[src/rtl/elevator_call_scheduler.sv]
// rtl/elevator_call_scheduler.sv - call debounce/latch and one-at-a-time scheduler for a four-floor car (SCHED_SWEEP_EN selects sweep scheduling)
module elevator_call_scheduler #(
    parameter int DB_CYCLES    = 50000,
    parameter int DWELL_CYCLES = 100
) (
    input  logic       clk,
    input  logic       rst,
    input  logic [3:0] btn_raw,
    input  logic [3:0] floor,
    output logic [3:0] target,
    output logic [3:0] pending,
    output logic       busy,
    output logic       door_open
);

    typedef enum logic [1:0] {
        ST_IDLE  = 2'd0,
        ST_SERVE = 2'd1,
        ST_DWELL = 2'd2
    } state_t;

    localparam logic [23:0] DB_LAST    = 24'(DB_CYCLES - 1);
    localparam logic [23:0] DWELL_LOAD = 24'(DWELL_CYCLES);

    logic [3:0]  r_sync1;
    logic [3:0]  r_sync2;
    logic [3:0]  r_db;
    logic [3:0]  r_db_d;
    logic [23:0] r_db_cnt [4];

    state_t      r_state;
    logic [3:0]  r_target;
    logic [3:0]  r_pending;
    logic        r_busy;
    logic        r_door_open;
    logic [23:0] r_dwell_cnt;

    logic [3:0]  w_rise;
    logic        w_floor_valid;
    logic [1:0]  w_fidx;
    logic [1:0]  w_sel_idx;
    logic [3:0]  w_sel;
    logic [3:0]  w_clr;
    logic [3:0]  w_here;

`ifdef SCHED_SWEEP_EN
    logic        r_dir;
    logic        w_dir_eff;
    logic        w_dir_new;
    logic        w_has_up;
    logic        w_has_dn;
    logic [1:0]  w_up_idx;
    logic [1:0]  w_dn_idx;
`endif

    // Two-flop synchronizer for the asynchronous buttons
    always_ff @(posedge clk or negedge rst) begin
        if (!rst) begin
            r_sync1 <= '0;
            r_sync2 <= '0;
        end else begin
            r_sync1 <= btn_raw;
            r_sync2 <= r_sync1;
        end
    end

    // Debouncer: accept a level only after DB_CYCLES consecutive differing cycles
    always_ff @(posedge clk or negedge rst) begin
        if (!rst) begin
            r_db   <= '0;
            r_db_d <= '0;
            for (int i = 0; i < 4; i++) r_db_cnt[i] <= '0;
        end else begin
            r_db_d <= r_db;
            for (int i = 0; i < 4; i++) begin
                if (r_sync2[i] != r_db[i]) begin
                    if (r_db_cnt[i] == DB_LAST) begin
                        r_db[i]     <= r_sync2[i];
                        r_db_cnt[i] <= '0;
                    end else begin
                        r_db_cnt[i] <= r_db_cnt[i] + 24'd1;
                    end
                end else begin
                    r_db_cnt[i] <= '0;
                end
            end
        end
    end

    assign w_rise        = r_db & ~r_db_d;
    assign w_floor_valid = (floor != 4'b0000) && ((floor & (floor - 4'd1)) == 4'b0000);
    assign w_here        = r_pending & floor;

    // Floor index and next-call selection
    always_comb begin
        w_fidx = 2'd0;
        case (floor)
            4'b0010: w_fidx = 2'd1;
            4'b0100: w_fidx = 2'd2;
            4'b1000: w_fidx = 2'd3;
            default: w_fidx = 2'd0;
        endcase
        w_sel_idx = 2'd0;
`ifdef SCHED_SWEEP_EN
        // The end floors force the sweep direction; otherwise keep going the same way
        w_dir_eff = floor[3] ? 1'b0 : (floor[0] ? 1'b1 : r_dir);
        w_has_up  = 1'b0;
        w_has_dn  = 1'b0;
        w_up_idx  = 2'd0;
        w_dn_idx  = 2'd0;
        for (int i = 3; i >= 0; i--) begin
            if (r_pending[i] && (2'(i) > w_fidx)) begin
                w_has_up = 1'b1;
                w_up_idx = 2'(i);
            end
        end
        for (int i = 0; i < 4; i++) begin
            if (r_pending[i] && (2'(i) < w_fidx)) begin
                w_has_dn = 1'b1;
                w_dn_idx = 2'(i);
            end
        end
        if (w_dir_eff) begin
            w_dir_new = w_has_up;
            w_sel_idx = w_has_up ? w_up_idx : w_dn_idx;
        end else begin
            w_dir_new = !w_has_dn;
            w_sel_idx = w_has_dn ? w_dn_idx : w_up_idx;
        end
`else
        for (int i = 3; i >= 0; i--) begin
            if (r_pending[i]) w_sel_idx = 2'(i);
        end
`endif
        w_sel = 4'b0001 << w_sel_idx;
    end

    // Pending bits retired this cycle; nothing retires while the floor is ambiguous
    always_comb begin
        w_clr = 4'b0000;
        if (w_floor_valid) begin
            case (r_state)
                ST_IDLE:  w_clr = w_here;
                ST_SERVE: w_clr = (floor == r_target) ? r_target : 4'b0000;
                ST_DWELL: w_clr = w_here;
                default:  w_clr = 4'b0000;
            endcase
        end
    end

    // Scheduler FSM with call latching, target, dwell timer and registered status
    always_ff @(posedge clk or negedge rst) begin
        if (!rst) begin
            r_state     <= ST_IDLE;
            r_target    <= 4'b0001;
            r_pending   <= 4'b0000;
            r_busy      <= 1'b0;
            r_door_open <= 1'b0;
            r_dwell_cnt <= '0;
`ifdef SCHED_SWEEP_EN
            r_dir       <= 1'b1;
`endif
        end else begin
            // A clear in the same cycle as a new press on that bit wins
            r_pending <= (r_pending | w_rise) & ~w_clr;
            if (w_floor_valid) begin
                case (r_state)
                    ST_IDLE: begin
                        if (w_here != 4'b0000) begin
                            r_state     <= ST_DWELL;
                            r_dwell_cnt <= DWELL_LOAD;
                            r_busy      <= 1'b1;
                            r_door_open <= 1'b1;
                        end else if (r_pending != 4'b0000) begin
                            r_state  <= ST_SERVE;
                            r_target <= w_sel;
                            r_busy   <= 1'b1;
`ifdef SCHED_SWEEP_EN
                            r_dir    <= w_dir_new;
`endif
                        end else begin
                            r_target <= floor;
                        end
                    end
                    ST_SERVE: begin
                        if (floor == r_target) begin
                            r_state     <= ST_DWELL;
                            r_dwell_cnt <= DWELL_LOAD;
                            r_door_open <= 1'b1;
                        end
                    end
                    ST_DWELL: begin
                        if (w_here != 4'b0000) begin
                            r_dwell_cnt <= DWELL_LOAD;
                        end else if (r_dwell_cnt == 24'd0) begin
                            r_state     <= ST_IDLE;
                            r_busy      <= 1'b0;
                            r_door_open <= 1'b0;
                        end else begin
                            r_dwell_cnt <= r_dwell_cnt - 24'd1;
                        end
                    end
                    default: begin
                        r_state     <= ST_IDLE;
                        r_busy      <= 1'b0;
                        r_door_open <= 1'b0;
                    end
                endcase
            end
        end
    end

    assign target    = r_target;
    assign pending   = r_pending;
    assign busy      = r_busy;
    assign door_open = r_door_open;

endmodule

[config.mk]
export PLATFORM = sky130hd
export DESIGN_NAME = elevator_call_scheduler
export DESIGN_NICKNAME = d
export VERILOG_FILES = /design/src/rtl/elevator_call_scheduler.sv
export SDC_FILE = /design/constraint.sdc
export NUM_CORES = 1
export LEC_CHECK = 0
export ABC_AREA = 1
export BUFFER_PORTS_ARGS = -buffer_cell sky130_fd_sc_hd__buf_2
export CORE_MARGIN = 2
export CORE_UTILIZATION = 39
export CTS_BUF_LIST = sky130_fd_sc_hd__clkbuf_4
export DETAILED_ROUTE_END_ITERATION = 10
export SLEW_MARGIN = 20
export SYNTH_ARGS = -nofsm -noshare
export SYNTH_HDL_FRONTEND = slang
export SYNTH_SLANG_ARGS = --single-unit
[constraint.sdc]
create_clock -name clk -period 2.5 [get_ports clk]
set_input_delay 0.25 -clock clk [delete_from_list [all_inputs] [get_ports clk]]
set_output_delay 0.25 -clock clk [all_outputs]
set_load 0.02 [all_outputs]
## Word-level counts from Yosys, hierarchy flattened

Cells that the tools add are included.

| operators by class | value |
|---|---|
| add/sub/neg operators | 6 |
| multiply operators | 0 |
| divide/modulo/power cells | 0 |
| $lt $le $gt $ge | 0 |
| equal/unequal tests | 17 |
| shift-type cells | 1 |
| multiplexer cells | 35 |
| bitwise logic cells | 9 |
| reductions and logical operators | 18 |

Operator list:

| kind | number |
|---|---|
| 24-bit two-way mux | 12 |
| 24-bit by 1-bit adder with 24-bit output (second input constant) | 4 |
| 24-bit by 16-bit equality test with 1-bit output (second input constant) | 4 |
| 24-bit one-hot mux with 3 select lines | 1 |
| 24-bit zero test | 1 |
| 24-bit by 1-bit subtractor with 24-bit output (second input constant) | 1 |
| 5-bit AND reduction | 4 |
| 2-bit two-way mux | 9 |
| 4-bit AND | 4 |
| 4-bit two-way mux | 3 |
| 4-bit nonzero test | 3 |
| 2-bit inequality test (second input constant) | 4 |
| 4-bit inverter | 2 |
| 4-bit one-hot mux with 2 select lines | 1 |
| 2-bit AND reduction | 4 |
| 1-bit two-way mux | 6 |
| 3-bit inequality test (second input constant) | 2 |
| 1-bit one-hot mux with 3 select lines | 2 |
| 2-bit one-hot mux with 3 select lines | 1 |
| 4-bit equality test | 1 |
| 4-bit zero test | 1 |
| 1-bit inequality test | 4 |
| 4-bit OR | 1 |
| 1-bit by 2-bit left shift with 4-bit output (first input constant) | 1 |
| other kinds (9) | 10 |

| word-level totals | value |
|---|---|
| flip-flop bits (word level) | 148 |
| bits in latches | 0 |
| memory bits (writable) | 0 |
| memory bits (read-only) | 0 |
| input bits | 10 |
| output and inout bits | 10 |
| word-level logic and storage cells | 103 |
| memories | 0 |

## Depth between registers and ports, before layout

Gate-level depths: netlist (run 1).

| depth | value |
|---|---|
| depth in word-level cells | 7 |
| mapped depth | 13 |
| depth with buffers taken out | 12 |

## Worst setup path after synthesis (run 1)

No wires, ideal clock.

| path | value |
|---|---|
| kind | reg-to-reg |
| from | reg r_db_cnt[72] in the netlist's numbering |
| to | reg r_db_cnt[82] in the netlist's numbering |
| setup time | 0.132 ns |
| arrival | 1.452 ns |
| required time | 2.368 ns |
| slack | 0.916 ns |
| cell stages (with the launch flop) | 10 |
| path buffers | 0 |
| clock period less this slack | 1.584 ns |
| cell sequence | dfrtp_1 ha_1 nand3_2 inv_2 nand3_2 nor2_2 inv_1 nor2_1 xnor2_1 nor2_1 |

| on the way | value |
|---|---|
| cells in the longest elaborated chain, start to end | 3 |
| elaborated cells on any way between the ends | 4 |
| those cells by class | add/sub (1); eq/ne (1); mux (2) |

RTL lines:

| item | RTL line | source |
|---|---|---|
| start, declared | 29 | `logic [23:0] r_db_cnt [4];` |
| start signal, assigned by index | 81 | `r_db_cnt[i] <= r_db_cnt[i] + 24'd1;` |
| 24-bit by 1-bit adder with 24-bit output / 24-bit by 16-bit equality test with 1-bit output (equally long branches) | 81, 77 |  |
| 24-bit two-way mux * | 77 | `if (r_db_cnt[i] == DB_LAST) begin` |
| 24-bit two-way mux * | 76 | `if (r_sync2[i] != r_db[i]) begin` |

Mark *: on every way between the ends. The rest lies on a longest branch, timed or not.
A chain may end at the register's enable or synchronous reset.

## Worst setup path in the final report (run 1)

| path | value |
|---|---|
| from | reg r_dwell_cnt[0] |
| to | reg r_dwell_cnt[20] |

| on the way | value |
|---|---|
| cells in the longest elaborated chain, start to end | 4 |
| elaborated cells on any way between the ends | 7 |
| those cells by class | add/sub (1); eq/ne (1); mux (3); reduce/logical (2) |

RTL lines:

| item | RTL line | source |
|---|---|---|
| start, declared | 36 | `logic [23:0] r_dwell_cnt;` |
| start signal, assigned | 200 | `r_dwell_cnt <= r_dwell_cnt - 24'd1;` |
| 24-bit by 1-bit subtractor with 24-bit output | 200 |  |
| 24-bit two-way mux | 195 | `end else if (r_dwell_cnt == 24'd0) begin` |
| 24-bit two-way mux | 193 | `if (w_here != 4'b0000) begin` |
| 24-bit one-hot mux with 3 select lines | 167 | `case (r_state)` |

Several ways; a longest one is shown, not always the timed one. The select of a mux whose other input is x is not followed.

==> results.md, run 1 <==
- Via count: 7568
- Worst-path maximum fanout: 24
- CTS tree: yes
- Pint: 0.00388 W
- Met3 WL: 755 um
- Initial antenna violation count: 1
- Logic pwr share: 30.4%
- Fin. Hold Viols: 0
- Synth Net Count: 1230
- PwrDens: 674 mW/mm^2
- Slowest CP cell: dfrtp_1
- FF-to-FF path depth: 12
- Syn avg cell area: 7.13 sq um
- FMAX: 521 MHz
- Drt initial violations: 420
- Worst R2R Start: r_dwell_cnt[0]$_DFFE_PN0P_
- CTS Sinks: 148
- First-pass GRT wire length: 34800 um
- Setup TNS: 0 ns
- Worst-margin pin slew: 0.588 ns
- Leak: 4.46 nW
- Cells along the critical path: inv_1 > ha_1 > inv_1 > nor2_1 > nand2_1 > nor2_1 > nand4_1 > nand2_1 > nand2_2 > nand2_4 > nand2_1 > nand2_1
- Final ANT Viol Nets: 0
- Num CTS Buffers: 17
- P_sw: 0.00247 W
- Crit share post-route: 76.8%
- Area of the multi-input gates: 0.00433 sq mm
- RSZ-0062 raised after global routing: false
- Peak supply drop: 0.329 mV
- Die area: 0.0234 sq mm
- DR top layer: met4
- Ys Warns: 0
- Slew Viols, Final: 0
- CP endpoint: r_dwell_cnt[20]$_DFFE_PN0P_
- Num ports: 20
- Root Driver: clkbuf_4
- Die Y: 153 um
- Register Area: 0.00370 sq mm
- FF-to-FF setup slack: 0.58 ns
- CP arrival: 2.39 ns
- Post-layout minimum cycle time: 1.92 ns
- # DRC: 0
- Mapped Cells: 1214
- Setup crit start kind: flip-flop
- Max stage delay on crit path: 0.43 ns
- Post-DP HPWL: 15000 um
- Max Clock Skew: 0.0176 ns
- Type of the worst setup path: flip-flop to flip-flop
- Clk slew on worst S/H paths: 0.14 ns
- Worst setup startpoint: r_dwell_cnt[0]$_DFFE_PN0P_
- Metal-1 WL: 9640 um
- H-tree Lvls: 4
- Status: completed
- Number of setup buffers added after CTS: 0
- Slew margin rel.: 60.8%
- Flop pwr share: 44.0%
- Sw frac: 38.9%
- CTS Buffer Depth: 2
- Library cells used by synthesis: 35
- Setup Viol. Count Final: 0
- Hold path startpoint: floor[3]
- Tot GR Track Use: 18.0%
- Fillers: 2240
- Vias per Instance: 4.90
- Chip width: 153 um
- CP most frequent cell: nand2_1
- Row Count: 54
- Grt ovf: 0
- Number of port buffers: 19
- Critical path endpoint category: flip-flop
- Hold-fix buffers, CTS: 6
- Core outline area: 0.0218 sq mm
- Cts repair resizes: 0
- Max Cap Viol: 0
- Gp weighted congestion: 0.937
- Vias in the first global route: 7370
- CP required: 2.97 ns
- Pin count of the biggest net entering global routing: 61
- Area grow syn2layout: 9.05%
- Clock Latency Late Sink: 0.54 ns
- Initial Util: 39.7%
- Min-Delay Path Class: input port to flip-flop
- Layout Nets: 1266
- Drt total wl: 20000 um
- Register bit total from synthesis: 148
- Drt pass-1 iters: 5
- Clock group share of total power: 25.5%
- Post-synthesis sequential area ratio: 42.8%
- Reg2reg end: r_dwell_cnt[20]$_DFFE_PN0P_
- DR WL/cell: 13.0 um
- Synthesized cell area: 0.00865 sq mm
- Final Power: 0.00636 W
- Met2 Wirelength: 9210 um
- Share of cells above drive strength 1: 7.45%
flip-flops by register name, indices dropped and copies added (netlist names):
name / count
r_db_d: 4
r_state: 2
door_open: 1
r_sync2: 4
pending: 4
r_db_cnt: 96
r_dwell_cnt: 24
target: 4
r_db: 4
r_sync1: 4
busy: 1
metrics by stage:
step | instance area [sq um] | hold WS (ns) | std cells | worst slack [ns] | utilization [%]
after detailed placement | 9070 | 0.270 | 1505 | 0.574 | 41.6
after global placement | 9070 | 0.265 | 1505 | 0.637 | 41.6
after floorplan | 8650 | -0.0456 | 1214 | 0.916 | -
final | 9440 | 0.145 | 1543 | 0.581 | 43.2
after CTS | 9430 | 0.0943 | 1542 | 0.547 | 43.2
after global routing | 9440 | 0.103 | 1543 | 0.369 | 43.2
power groups by stage:
stage	Combinational (W)	Sequential, W	Clock [W]
4_1_cts	0.00196	0.00280	0.00170
5_1_grt	0.00225	0.00284	0.00179
3_5_place_dp	0.00195	0.00284	0
2_1_floorplan	0.00146	0.00284	0
3_3_place_gp	0.00192	0.00284	0
6_report	0.00194	0.00280	0.00162
worst max-delay path, delay by kind of cell, from the launching register on:
kind | cells | cell delay (ns)
DFF | 1 | 0.43
adders and majority gates | 1 | 0.18
and+or+nand+nor | 9 | 1.06
buffers and inverters | 2 | 0.16
worst min-delay path by stage:
stage / endpoint / slack [ns] / cells past startpoint
finish: target[3]$_DFFE_PN0P_ / 0.14 / 3
global route: target[3]$_DFFE_PN0P_ / 0.10 / 3
detailed placement: r_db_cnt[47]$_DFF_PN0_ / 0.27 / 1
global placement: r_db_cnt[47]$_DFF_PN0_ / 0.27 / 1
CTS: target[3]$_DFFE_PN0P_ / 0.09 / 3
floorplan: busy$_DFFE_PN0P_ / -0.05 / 0
cells in the final DEF (no fill, tap or decap), drive strengths merged, types with 21 or more instances in the layout:
cell	instances
buf	25
nor2	256
inv	139
nand3	105
xnor2	21
dfrtp	147
xor2	47
nor3	40
nor4	21
nand2	318
o21ai	25
nand4	27
cell families after synthesis:
kind of cell / synth area share [%]
AOI/OAI and AO/OA: 3.24
xor gates and xnor gates: 6.88
adders and majority gates: 0.868
buffers and inverters: 7.17
DFF: 42.8
and+or+nand+nor: 39.0
synthesized netlist by cell type:
cell	instances	area, sq um
a21oi_1	17	85.1
a31oi_1	6	37.5
buf_2	3	15.0
buf_4	2	15.0
buf_6	4	45.0
clkbuf_1	5	18.8
clkinv_1	4	15.0
clkinv_2	1	5.00
dfrtp_1	147	3680
dfstp_2	1	26.3
ha_1	6	75.1
inv_1	130	488
inv_2	5	18.8
nand2_1	313	1170
nand2_2	3	18.8
nand2_4	2	22.5
nand3_1	101	505
nand3_2	4	40.0
nand4_1	27	169
nor2_1	252	946
nor2_2	2	12.5
nor2_4	1	11.3
nor2_8	1	20.0
nor3_1	39	195
nor3_2	1	10.0
nor3b_1	1	7.51
nor4_1	21	131
o211ai_1	1	7.51
o21ai_0	24	120
o21ai_2	1	8.76
o21bai_1	2	15.0
o22ai_1	1	6.26
or2_2	18	113
xnor2_1	21	184
xor2_1	47	412
layout make-up:
class	instances	area share, %
flip-flops and latches	148	39.3
inverters	140	5.58
multi-input cells	912	45.9
clock inverters	14	1.88
diodes	1	0.0265
repair buffers	31	2.32
clock buffers	17	1.35
well taps	280	3.71
routing by layer:
layer / vias to the layer above / global-route usage (%)
met3: 33 / 3.01
met4: 0 / 6.35
met1: 3461 / 24.1
met2: 151 / 29.5
met5: - / 0
li1: 3923 / -
Power figures use the tool's default switching activity.
==> run 2: changes to the inputs <==
Settings changed: ABC_AREA 1 to 0.
Clock period 2.5 ns to 1.9 ns, I/O delays scaled along.
==> run 2 against run 1 <==
Against the previous run: the run now ends with setup timing left; critical path type unchanged; power is 22% higher; clock power rose by 25%; highest routed layer unchanged; fmax down 7.0%; flip-flop and latch count is the same; register-to-register slack got worse by 0.75 ns; utilization is 6.2 points higher; synthesized cell count decreased by 38%; synthesized area decreased by 14%.
==> results.md, run 2 <==
- Status: complete, but fails checks
- Failing checks: setup timing
- Top area cells in the synthesized netlist: dfrtp_1, xnor2_1, nor2_1, nor4_1, xor2_1
- Synth Net Count: 768 (-38%)
- Setup crit start kind: flip-flop
- Pin count of the biggest net entering global routing: 50 (-18%)
- Gp weighted congestion: 0.779 (-17%)
- Ys Warns: 0 (unchanged)
- GR peak layer: met2
- Commonest non-fill, non-tap cell in the layout: dfrtp_1
- Drt total wl: 16300 um (-19%)
- Setup Viol. Count Final: 26 (+26)
- Drt pass-1 iters: 4 (-1)
- Syn avg cell area: 9.86 sq um (+38%)
- Post-synth ARST share: 100% (unchanged)
- CTS Buffer Depth: 2 (unchanged)
- CTS Sinks: 148 (unchanged)
- Share of cells above drive strength 1: 23.4% (+16 points)
- Crit path buf inv count: 0 (-2)
- Library cells used by synthesis: 64 (+83%)
- Final ANT Viol Nets: 0 (unchanged)
- Slew Viols, Final: 0 (unchanged)
- Core outline area: 0.0187 sq mm (-14%)
- Commonest non-fill, non-tap cells in the layout: dfrtp_1, nor2_1, buf_4
- Worst-path maximum fanout: 7 (-71%)
- Count leader, synth: dfrtp_1
- Post-DP HPWL: 11100 um (-26%)
- Largest register FFs: 96 (unchanged)
- Worst-margin pin slew: 0.492 ns (-0.0959 ns)
- RSZ-0062 raised after global routing: true
- Vias in the first global route: 5680 (-23%)
- Initial antenna violation count: 1 (unchanged)
- Row Count: 50 (-7.4%)
- Num CTS Buffers: 17 (unchanged)
- Clk slew on worst S/H paths: 0.12 ns (-0.02 ns)
- Number of port buffers: 19 (unchanged)
- Slew margin rel.: 67.2% (+6.4 points)
- Tot GR Track Use: 17.1% (-0.83 points)
- Layout Nets: 890 (-30%)
- Met3 Track Usage GR: 4.66% (+1.7 points)
- EDFF count, synth: 0 (unchanged)
- Post-synthesis sequential area ratio: 50.0% (+7.2 points)
- Via count: 5854 (-23%)
- Final Cell Area: 0.00925 sq mm (-2.0%)
- Register bit total from synthesis: 148 (unchanged)
- Root Driver: clkbuf_4
- Slowest CP cell: or4_4
- Final WS setup: -0.165 ns (-0.745 ns)
- Die Y: 142 um (-7.2%)
- Post-synth top cells: dfrtp_1, nor2_1, xnor2_1
- Synthesized cell area: 0.00741 sq mm (-14%)
- Cells along the critical path: or4_4 > nor3_4 > a31oi_2 > o221a_4 > mux2_4
- First-pass GRT wire length: 27800 um (-20%)
- Min-Delay Path Class: input port to flip-flop
- CTS tree: yes
- Leak: 3.98 nW (-11%)
- Placed inst area: 0.00861 sq mm (-5.1%)
- Max stage delay on crit path: 0.58 ns (+0.15 ns)
- DR WL/cell: 14.5 um (+12%)
- Num ports: 20 (unchanged)
- Peak supply drop: 0.395 mV (+20%)
- Max Cap Viol: 0 (unchanged)
- Chip width: 142 um (-7.2%)
- Initial Util: 39.6% (about the same)
- Area leader, netlist: dfrtp_1
- Crit share post-route: 109% (+32 points)
- Grt ovf: 0 (unchanged)
- PwrDens: 838 mW/mm^2 (+24%)
- Fillers: 1737 (-22%)
- Most used DFF post-synth: dfrtp_1
- Post-layout minimum cycle time: 2.06 ns (+0.145 ns)
- H-tree Lvls: 4 (unchanged)
- FMAX: 484 MHz (-7.0%)
- Utilization after layout: 49.4% (+6.2 points)
- Final Power: 0.00775 W (+22%)
- Yosys top cell area share: 49.6% (+7.1 points)
- Area grow syn2layout: 24.7%
- Type of the worst setup path: flip-flop to flip-flop
- Vias per Instance: 5.22 (+6.4%)
- Top Registers: r_db_cnt x96, r_dwell_cnt x24
- Fin. Hold Viols: 0 (unchanged)
- Mapped Cells: 752 (-38%)
- CP arrival: 2.49 ns (+0.10 ns)
- Max Clock Skew: 0.0151 ns (-0.00244 ns)
- Clock Latency Late Sink: 0.53 ns (about the same)
- Die area: 0.0201 sq mm (-14%)
- # DRC: 0 (unchanged)
- Critical path endpoint category: flip-flop
- Drt initial violations: 344 (-18%)
- GR Util met1: 24.0% (-0.15 points)
- CP required: 2.33 ns (-0.64 ns)
- Met2 Use GR: 26.6% (-2.9 points)
- Largest Register: r_db_cnt
- Worst path top cell family by delay: simple AND/OR/NAND/NOR gates
## run 2: layout make-up
cell class                      instances  area [sq um]  share of cell area [%]
Clock inverter                         12           138                    1.49
Tap cell                              234           293                    3.17
Clock buffer                           20           150                    1.62
Inverter                               35           131                    1.42
Timing Repair Buffer                  136          1150                    12.5
Antenna cell                            1          2.50                  0.0271
Sequential cell                       148          3710                    40.1
Multi-Input combinational cell        536          3670                    39.7
## run 2: per-stage QoR
stage / hold slack, ns / TNS [ns] / instances / setup slack, ns
finish: 0.0771 / -2.88 / 1122 / -0.165
global route: 0.0264 / -5.24 / 1122 / -0.231
CTS: 0.0208 / -2.99 / 1116 / -0.153
detailed placement: 0.177 / -3.21 / 1077 / -0.186
global placement: 0.174 / -2.65 / 1077 / -0.143
floorplan: -0.106 / -3.30 / 752 / -0.184
## run 2: repair_timing
item	4_1_cts	5_1_grt
gates resized for setup	13	27
cloned	0	2
pin swaps	7	7
hold buffers	6	0
hold endpoints to repair	152	0
endpoints found under the setup margin	26	86
setup buffers	1	3
## run 2: cell families after synthesis
logic type	Yosys count	synth area share [%]
adder cells (fa/ha/maj)	6	1.01
AO/OA/AOI/OAI	76	7.63
buffers and inverters	68	3.63
multiplexers	9	1.33
flip-flops	148	50.0
AND/OR/NAND/NOR	348	25.0
XOR/XNOR	97	11.5
## run 2: worst paths after layout
| check | depth (start not counted) | startpoint | slack, ns | end |
|---|---|---|---|---|
| max in group asynchronous | 3 | rst | 1.12 | target[0]$_DFFE_PN1P_ |
| worst max register to register | 5 | r_dwell_cnt[15]$_DFFE_PN0P_ | -0.16 | r_dwell_cnt[1]$_DFFE_PN0P_ |
| worst max-delay path | 5 | r_dwell_cnt[15]$_DFFE_PN0P_ | -0.16 | r_dwell_cnt[1]$_DFFE_PN0P_ |
| worst min-delay path | 3 | floor[1] | 0.08 | pending[1]$_DFF_PN0_ |
| min in group asynchronous | 2 | rst | 0.14 | r_db_cnt[3]$_DFF_PN0_ |
| worst min register to register | 0 | r_sync1[0]$_DFF_PN0_ | 0.39 | r_sync2[0]$_DFF_PN0_ |
## run 2: worst min-delay path, delay by kind of cell
kind            cells  cell delay, ns
buf+inv             1            0.16
compound gates      1            0.07
simple gates        1            0.15
## run 2: report_power, final
part / switching [W] / total [W] / internal [W]
Sequential: 0.000209 / 0.00362 / 0.00342
Clock: 0.00108 / 0.00202 / 0.000936
Combinational: 0.00112 / 0.00210 / 0.000984
## run 2: layer usage
layer  share of wire, %  wire (um)  vias to the layer above
met4               0.72        117                        0
met1                 51       8230                     2843
met3                2.6        422                        8
li1                   -          -                     2955
met5                  0          0                        -
met2                 46       7500                       48
